$ cat src/rtl/button_event_reader.sv
// button_event_reader: samples up to 8 button pins, debounces each channel and
// queues per-channel press (and optionally release) events over valid/ready.
// Optional feature macro: BTN_RELEASE_EVT_EN (queue release events too).
module button_event_reader #(
  parameter int unsigned WIDTH           = 8,
  parameter int unsigned DEBOUNCE_CYCLES = 65536,
  parameter int unsigned CNT_W           = 17,
  parameter int unsigned ACTIVE_LOW      = 1,
  parameter int unsigned FIFO_DEPTH      = 4
) (
  input  logic             clk,
  input  logic             rst_n,
  input  logic [WIDTH-1:0] btn_raw,
  output logic [WIDTH-1:0] btn_state,
  output logic             evt_valid,
  input  logic             evt_ready,
  output logic [2:0]       evt_chan,
  output logic             evt_kind,
  output logic             overflow
);

  localparam logic [WIDTH-1:0] IDLE_LVL = {WIDTH{ACTIVE_LOW != 0}};
  localparam logic [CNT_W-1:0] CNT_MAX  = CNT_W'(DEBOUNCE_CYCLES - 1);
  localparam int unsigned      AW       = $clog2(FIFO_DEPTH);
  localparam logic [AW:0]      DEPTH_L  = (AW+1)'(FIFO_DEPTH);

  logic [WIDTH-1:0] sync1, sync2, s;
  logic [CNT_W-1:0] cnt [WIDTH];
  logic [WIDTH-1:0] done, new_evt, pend, grant;
`ifdef BTN_RELEASE_EVT_EN
  logic [WIDTH-1:0] kind;
`endif
  logic             found, push, pop, full, push_kind;
  logic [2:0]       grant_idx;
  logic [3:0]       mem [FIFO_DEPTH];
  logic [AW-1:0]    wr_ptr, rd_ptr;
  logic [AW:0]      count;

  // Two-flop synchronizer; reset loads the not-pressed pin level.
  always_ff @(posedge clk) begin
    if (!rst_n) begin
      sync1 <= IDLE_LVL;
      sync2 <= IDLE_LVL;
    end else begin
      sync1 <= btn_raw;
      sync2 <= sync1;
    end
  end

  // Normalise polarity so that s[i]==1 means pressed.
  always_comb begin
    s = sync2;
    if (ACTIVE_LOW != 0) s = ~sync2;
  end

  // Debounce commit condition and which commits become events.
  always_comb begin
    done    = '0;
    new_evt = '0;
    for (int unsigned i = 0; i < WIDTH; i++) begin
      done[i] = (s[i] != btn_state[i]) && (cnt[i] == CNT_MAX);
`ifdef BTN_RELEASE_EVT_EN
      new_evt[i] = done[i];
`else
      new_evt[i] = done[i] && s[i];
`endif
    end
  end

  // Per-channel stability counters and debounced level.
  always_ff @(posedge clk) begin
    if (!rst_n) begin
      btn_state <= '0;
      for (int unsigned i = 0; i < WIDTH; i++) cnt[i] <= '0;
    end else begin
      for (int unsigned i = 0; i < WIDTH; i++) begin
        if (s[i] == btn_state[i]) begin
          cnt[i] <= '0;
        end else if (cnt[i] == CNT_MAX) begin
          btn_state[i] <= s[i];
          cnt[i]       <= '0;
        end else begin
          cnt[i] <= cnt[i] + CNT_W'(1);
        end
      end
    end
  end

  // Fixed-priority arbiter: lowest-index pending channel wins the push slot.
  always_comb begin
    grant     = '0;
    grant_idx = '0;
    found     = 1'b0;
    push_kind = 1'b1;
    for (int unsigned i = 0; i < WIDTH; i++) begin
      if (pend[i] && !found) begin
        grant[i]  = 1'b1;
        grant_idx = 3'(i);
        found     = 1'b1;
`ifdef BTN_RELEASE_EVT_EN
        push_kind = kind[i];
`endif
      end
    end
  end

  assign full = (count == DEPTH_L);
  assign pop  = evt_valid && evt_ready;
  assign push = found && (!full || pop);

  // Pending flags. A new commit on a channel whose previous event is still
  // pending (and not leaving this cycle) replaces it and marks the loss; when
  // releases are not queued, a release replaces a pending press with nothing.
  always_ff @(posedge clk) begin
    if (!rst_n) begin
      pend     <= '0;
      overflow <= 1'b0;
`ifdef BTN_RELEASE_EVT_EN
      kind     <= '0;
`endif
    end else begin
      for (int unsigned i = 0; i < WIDTH; i++) begin
        if (done[i]) begin
          pend[i] <= new_evt[i];
`ifdef BTN_RELEASE_EVT_EN
          kind[i] <= s[i];
`endif
        end else if (grant[i] && push) begin
          pend[i] <= 1'b0;
        end
      end
      if (|(done & pend & ~(grant & {WIDTH{push}}))) overflow <= 1'b1;
    end
  end

  // Event queue storage.
  always_ff @(posedge clk) begin
    if (push) mem[wr_ptr] <= {grant_idx, push_kind};
  end

  // Event queue pointers and occupancy; push and pop may coincide even when full.
  always_ff @(posedge clk) begin
    if (!rst_n) begin
      wr_ptr <= '0;
      rd_ptr <= '0;
      count  <= '0;
    end else begin
      if (push) wr_ptr <= wr_ptr + AW'(1);
      if (pop)  rd_ptr <= rd_ptr + AW'(1);
      case ({push, pop})
        2'b10:   count <= count + (AW+1)'(1);
        2'b01:   count <= count - (AW+1)'(1);
        default: count <= count;
      endcase
    end
  end

  // Head-of-queue outputs, forced to zero while the queue is empty.
  always_comb begin
    evt_valid = (count != '0);
    evt_chan  = '0;
    evt_kind  = 1'b0;
    if (evt_valid) begin
      evt_chan = mem[rd_ptr][3:1];
      evt_kind = mem[rd_ptr][0];
    end
  end

endmodule

$ cat config.mk
export PLATFORM = sky130hd
export DESIGN_NAME = button_event_reader
export DESIGN_NICKNAME = d
export VERILOG_FILES = /design/src/rtl/button_event_reader.sv
export SDC_FILE = /design/constraint.sdc
export NUM_CORES = 1
export LEC_CHECK = 0
export ABC_AREA = 1
export CAP_MARGIN = 20
export CORE_ASPECT_RATIO = 0.7
export CORE_MARGIN = 2
export CORE_UTILIZATION = 52
export CTS_BUF_LIST = sky130_fd_sc_hd__clkbuf_2 sky130_fd_sc_hd__clkbuf_4 sky130_fd_sc_hd__clkbuf_8
export CTS_CLUSTER_SIZE = 25
export DETAILED_ROUTE_END_ITERATION = 7
export GPL_ROUTABILITY_DRIVEN = 0
export HOLD_SLACK_MARGIN = 0.02
export PLACE_DENSITY = 0.69
export SLEW_MARGIN = 20
export SYNTH_ARGS = -nofsm -noshare
export SYNTH_HDL_FRONTEND = slang
export SYNTH_SLANG_ARGS = --single-unit
$ cat constraint.sdc
create_clock -name clk -period 3.15 [get_ports clk]
set_clock_uncertainty 0.2 [all_clocks]
set_input_delay 0.7875 -clock clk [delete_from_list [all_inputs] [get_ports clk]]
set_output_delay 0.7875 -clock clk [all_outputs]
set_load 0.05 [all_outputs]
======== Word level (Yosys, flattened, before mapping) ========
Memory sizes are Yosys's and may differ from the RTL's. A register that Yosys moved wholly into a read port is not among the register bits.
Index checks and enable logic that the tools add are counted.
Widths: inputs -> output; s select.
storage, ports and cells
  bits in writable memories ............... 148
  memories kept ........................... 2
  input bits .............................. 11
  logic and storage cells ................. 319
  bits in read-only memories .............. 0
  bits in registers ....................... 40
  latch bits .............................. 0
operators by class
  shifts and indexed selects .............. 0
  reductions and logical operators ........ 61
  magnitude comparators ................... 0
  bitwise operators ....................... 37
  div/mod/pow operators ................... 0
  $add $sub $neg .......................... 12
  multipliers ............................. 0
  multiplexer cells ....................... 158
  eq/ne operators ......................... 27
memory list
  memory  depth  width  read ports  clocked after Yosys merged registers in  wr ports  RTL line  source
  cnt     8      17     8           0                                        8         28        logic [CNT_W-1:0] cnt [WIDTH];
  mem     4      3      1           1                                        1         35        logic [3:0] mem [FIFO_DEPTH];
operators with widths
  operator               number
  $mux 17                24
  $add 17x1->17 const B  8
  $eq 17x16->1 const B   8
  $mux 1                 124
  $logic_and 1x1->1      33
  $and 8x8->8            3
  $or 1x1->1             24
  $mux 3                 7
  $reduce_bool 2->1      9
  $not 8->8              2
  $reduce_and 2->1       8
  $eq 1x1->1             8
  $logic_not 1->1        8
  $ne 1x1->1             8
  $not 1->1              8
  $reduce_or 8->1        1
  $pmux 3 s2             1
  $add 2x1->2 const B    2
  $mux 2                 2
  $add 3x1->3 const B    1
  $eq 3x3->1 const B     1
  $reduce_bool 3->1      1
  $sub 3x1->3 const B    1
  $eq 2x1->1 const B     1
  other kinds (2)        2

======== Depth between registers and ports, before layout ========
  word-level depth ........................ 27
  mapped depth ............................ 18
  gate-level depth less buffers ........... 18

======== Worst setup path after synthesis ========
Ideal clock, no wire load.
  kind .................................... flip-flop to output port
  start ................................... register count[0]
  end ..................................... output port evt_chan[0]
  required time ........................... 2.162 ns
  arrival ................................. 1.696 ns
  path slack .............................. 0.467 ns
  cell stages (with the launch flop) ...... 5
  cell sequence ........................... dfxtp_1 > nor2_1 > nand2_1 > inv_1 > a21oi_1
between the ends
  word-level cells in the longest chain between the ends .. 2
RTL lines
  what                      RTL line  source
  start: declaration        37        logic [AW:0] count;
  start signal: assignment  151       2'b10: count <= count + (AW+1)'(1);
  start signal: assignment  152       2'b01: count <= count - (AW+1)'(1);
  start signal: assignment  153       default: count <= count;
  $reduce_bool 3->1         160       evt_valid = (count != '0);
  $mux 3                    163       if (evt_valid) begin
  end: declaration          17        output logic [2:0] evt_chan,
Every way passes these cells.

==> metrics.csv <==
metric,value,unit
status,finished clean,
die_y,117,µm
synth-seq-cells,190,
critical_path_class,reg -> reg,
dr.pass1.iters,5,
drt-wirelength-per-cell,11.1,µm
p_leak,4.24,nW
p_sw,1.43,mW
grt_max_degree,24,
yosysSeqAreaShare,55.3,%
p_sw_share,28.5,%
met1_usage,25.8,%
dr_total_vias,6642,
cts_hold_buf,0,
dp_hpwl,12000,µm
ff2ff_setup_slack,0.31,ns
tightest_slew,0.544,ns
rsz0062_at_grt,no,
core.rowCount,41,
antenna_cells,0,
areaGrowthSynthToFinish,14.7,%
finalHoldViolCount,0,
placed_area,10600,µm²
finish.instance_area,11000,µm²
grtUsageTotal,17.7,%
grt-ovfl-total,0,
fmax,0.352,GHz
setup_tns,0,ns
postRouteAntennaNets,0,
antenna_found_initial,0,
postSynthAreaPerCell,9.36,µm²
drive_above_1_share,9.92,%
die_area,19500,µm²
finalSetupViolCount,0,
timing.final.crit_share,90.3,%
netlist_area,9560,µm²
dp_slack,0.232,ns
die_w,166,µm
cts_tree,yes,
worst_setup_path_start_kind,flop,
use_met3,4.08,%
max_slew_margin,63.5,%
multi_input_area,4160,µm²
portBuffers,24,
maxCapViolations,0,
p_int,3.57,mW
total_power,5.00,mW
clockBufferDepth,2,
p_seq_share,57.9,%
htreeDepth,4,
clkTransAtPathRegs,0.09,ns
wirelength,16000,µm
netlist-cell-type-count,44,
synth_edf_count,148,
viasPerCell,4.59,
grt_pass1_wl,28200,µm
grt_pass1_vias,6266,
clock-root-buffer,clkbuf_8,
ir_drop,0.000603,V
power_frac_comb,13.4,%
ys.flop_type,edfxtp_1,
syn_inst,1021,
drt_iter0_markers,495,
ioPinCount,25,
met2_usage,26.1,%
critPathRequiredTime,3.25,ns
hold_class,reg -> reg,
layout_min_cycle_time,2.84,ns
arrival,2.94,ns
maxSlewViolCount,0,
cp-end-kind,flop,
core,18000,µm²
ys_async_sr_fraction,0,%
nFillCells,1554,
initial_utilization,53.1,%
critPathMaxFanout,9,
p_per_area,456,nW/µm²
postCtsSetupRepairBufs,0,
busiest_layer,met2,
yosysWarningCount,0,
power_frac_clock,28.6,%
nNetsFinal,1229,
clk_latency,0.48,ns
drc,0,
cts.sinks,190,
seq_area,5290,µm²
worst_slack,0.306,ns
cts_inserted_buffers,17,
[synth_stat cells (13+ instances only)]
master	number	area share (%)
a21oi_1	87	4.6
dfxtp_1	42	8.8
edfxtp_1	148	47
ha_1	20	2.6
inv_1	148	5.8
nand2_1	122	4.8
nand3_1	50	2.6
nor2_1	157	6.2
nor2_2	18	1.2
nor3_1	29	1.5
nor3b_1	13	1.0
o21ai_0	53	2.8
or2_2	16	1.0
xnor2_1	18	1.6
xor2_1	14	1.3
[cells by family (layout without fill, tap and decap cells)]
group,count (synthesis),count (layout),share of synthesized area (%)
buffers and inverters,164,218,6.57
other,1,136,0.0392
AO/OA/AOI/OAI,155,155,8.39
adder cells (fa/ha/maj),21,21,2.83
XOR/XNOR,32,32,2.93
AND/OR/NAND/NOR,458,458,23.9
flip-flops,190,190,55.3
[path summary, 6_finish.rpt]
check	start	to	depth (start not counted)
worst min register to register	sync1[0]$_SDFF_PN1_	sync2[0]$_SDFF_PN1_	1
worst max register to register	cnt[1][0]$_SDFFCE_PN0P_	cnt[1][2]$_SDFFCE_PN0P_	13
worst min-delay path	sync1[0]$_SDFF_PN1_	sync2[0]$_SDFF_PN1_	1
worst max-delay path	cnt[1][0]$_SDFFCE_PN0P_	cnt[1][2]$_SDFFCE_PN0P_	13
[cell type report]
cell class | instances | area share (%)
inverter | 154 | 5.27
tap | 236 | 2.69
clock buffer | 18 | 2.20
timing repair buffer | 32 | 2.77
clock inverter | 14 | 0.879
multi-input combinational | 802 | 38.0
sequential | 190 | 48.2
[placed cells by master, fill, tap and decap left out, types with 9 or more instances in the layout]
cell type,Yosys,layout
nand3_2,9,10
o21ai_0,53,53
nor2_2,18,19
dfxtp_1,42,42
nor3b_1,13,13
xor2_1,14,14
edfxtp_1,148,148
nand2_1,122,122
nor2_1,157,156
nand4_1,9,9
clkdlybuf4s50_1,0,21
inv_1,148,146
xnor2_1,18,18
or2_2,16,16
nor3_1,29,28
clkbuf_8,0,17
nand3_1,50,49
conb_1,1,136
ha_1,20,20
a21oi_1,87,87
[power groups by stage]
stage	clock network [mW]	logic (mW)	registers (mW)
2_1_floorplan	0	0.510	2.93
6_report	1.43	0.673	2.90
5_1_grt	1.58	0.755	2.92
3_3_place_gp	0	0.666	2.95
3_5_place_dp	0	0.676	2.96
4_1_cts	1.49	0.671	2.90
[worst max-delay path: stages, from the launching register on]
cell and delay (ns):
edfxtp_1 0.44, ha_1 0.23, nand2_1 0.08, inv_1 0.05, nand3b_1 0.16, nor4_2 0.08
nand3_1 0.11, nor2_1 0.06, nand3_1 0.06, nor2_1 0.04, ha_1 0.20, nor2_2 0.32
clkinv_1 0.36, nor3_1 0.27
[registers in the layout, indices dropped and copies added, names as in the netlist, named ones only]
register / flops
cnt: 136
mem: 12
btn_state: 8
pend: 8
sync1: 8
sync2: 8
count: 3
rd_ptr: 2
wr_ptr: 2
overflow: 1
[what timing repair did]
action,in CTS,in global routing
setup endpoints to repair,1,18
pin swaps,0,0
resized for setup,1,7
[per-stage QoR]
step,cells,util (%),hold WS (ns)
2_1_floorplan,1156,-,0.193
3_3_place_gp,1414,58.9,0.195
3_5_place_dp,1414,58.9,0.198
4_1_cts,1446,60.8,0.220
5_1_grt,1446,60.9,0.232
6_report,1446,60.9,0.219
[routing by layer]
metal / share of wire, % / vias to the layer above
met5: 0 / -
met4: 1.4 / 0
met2: 42 / 67
met3: 2.7 / 18
li1: - / 3618
met1: 54 / 2939
(Power assumes the default switching activity.)
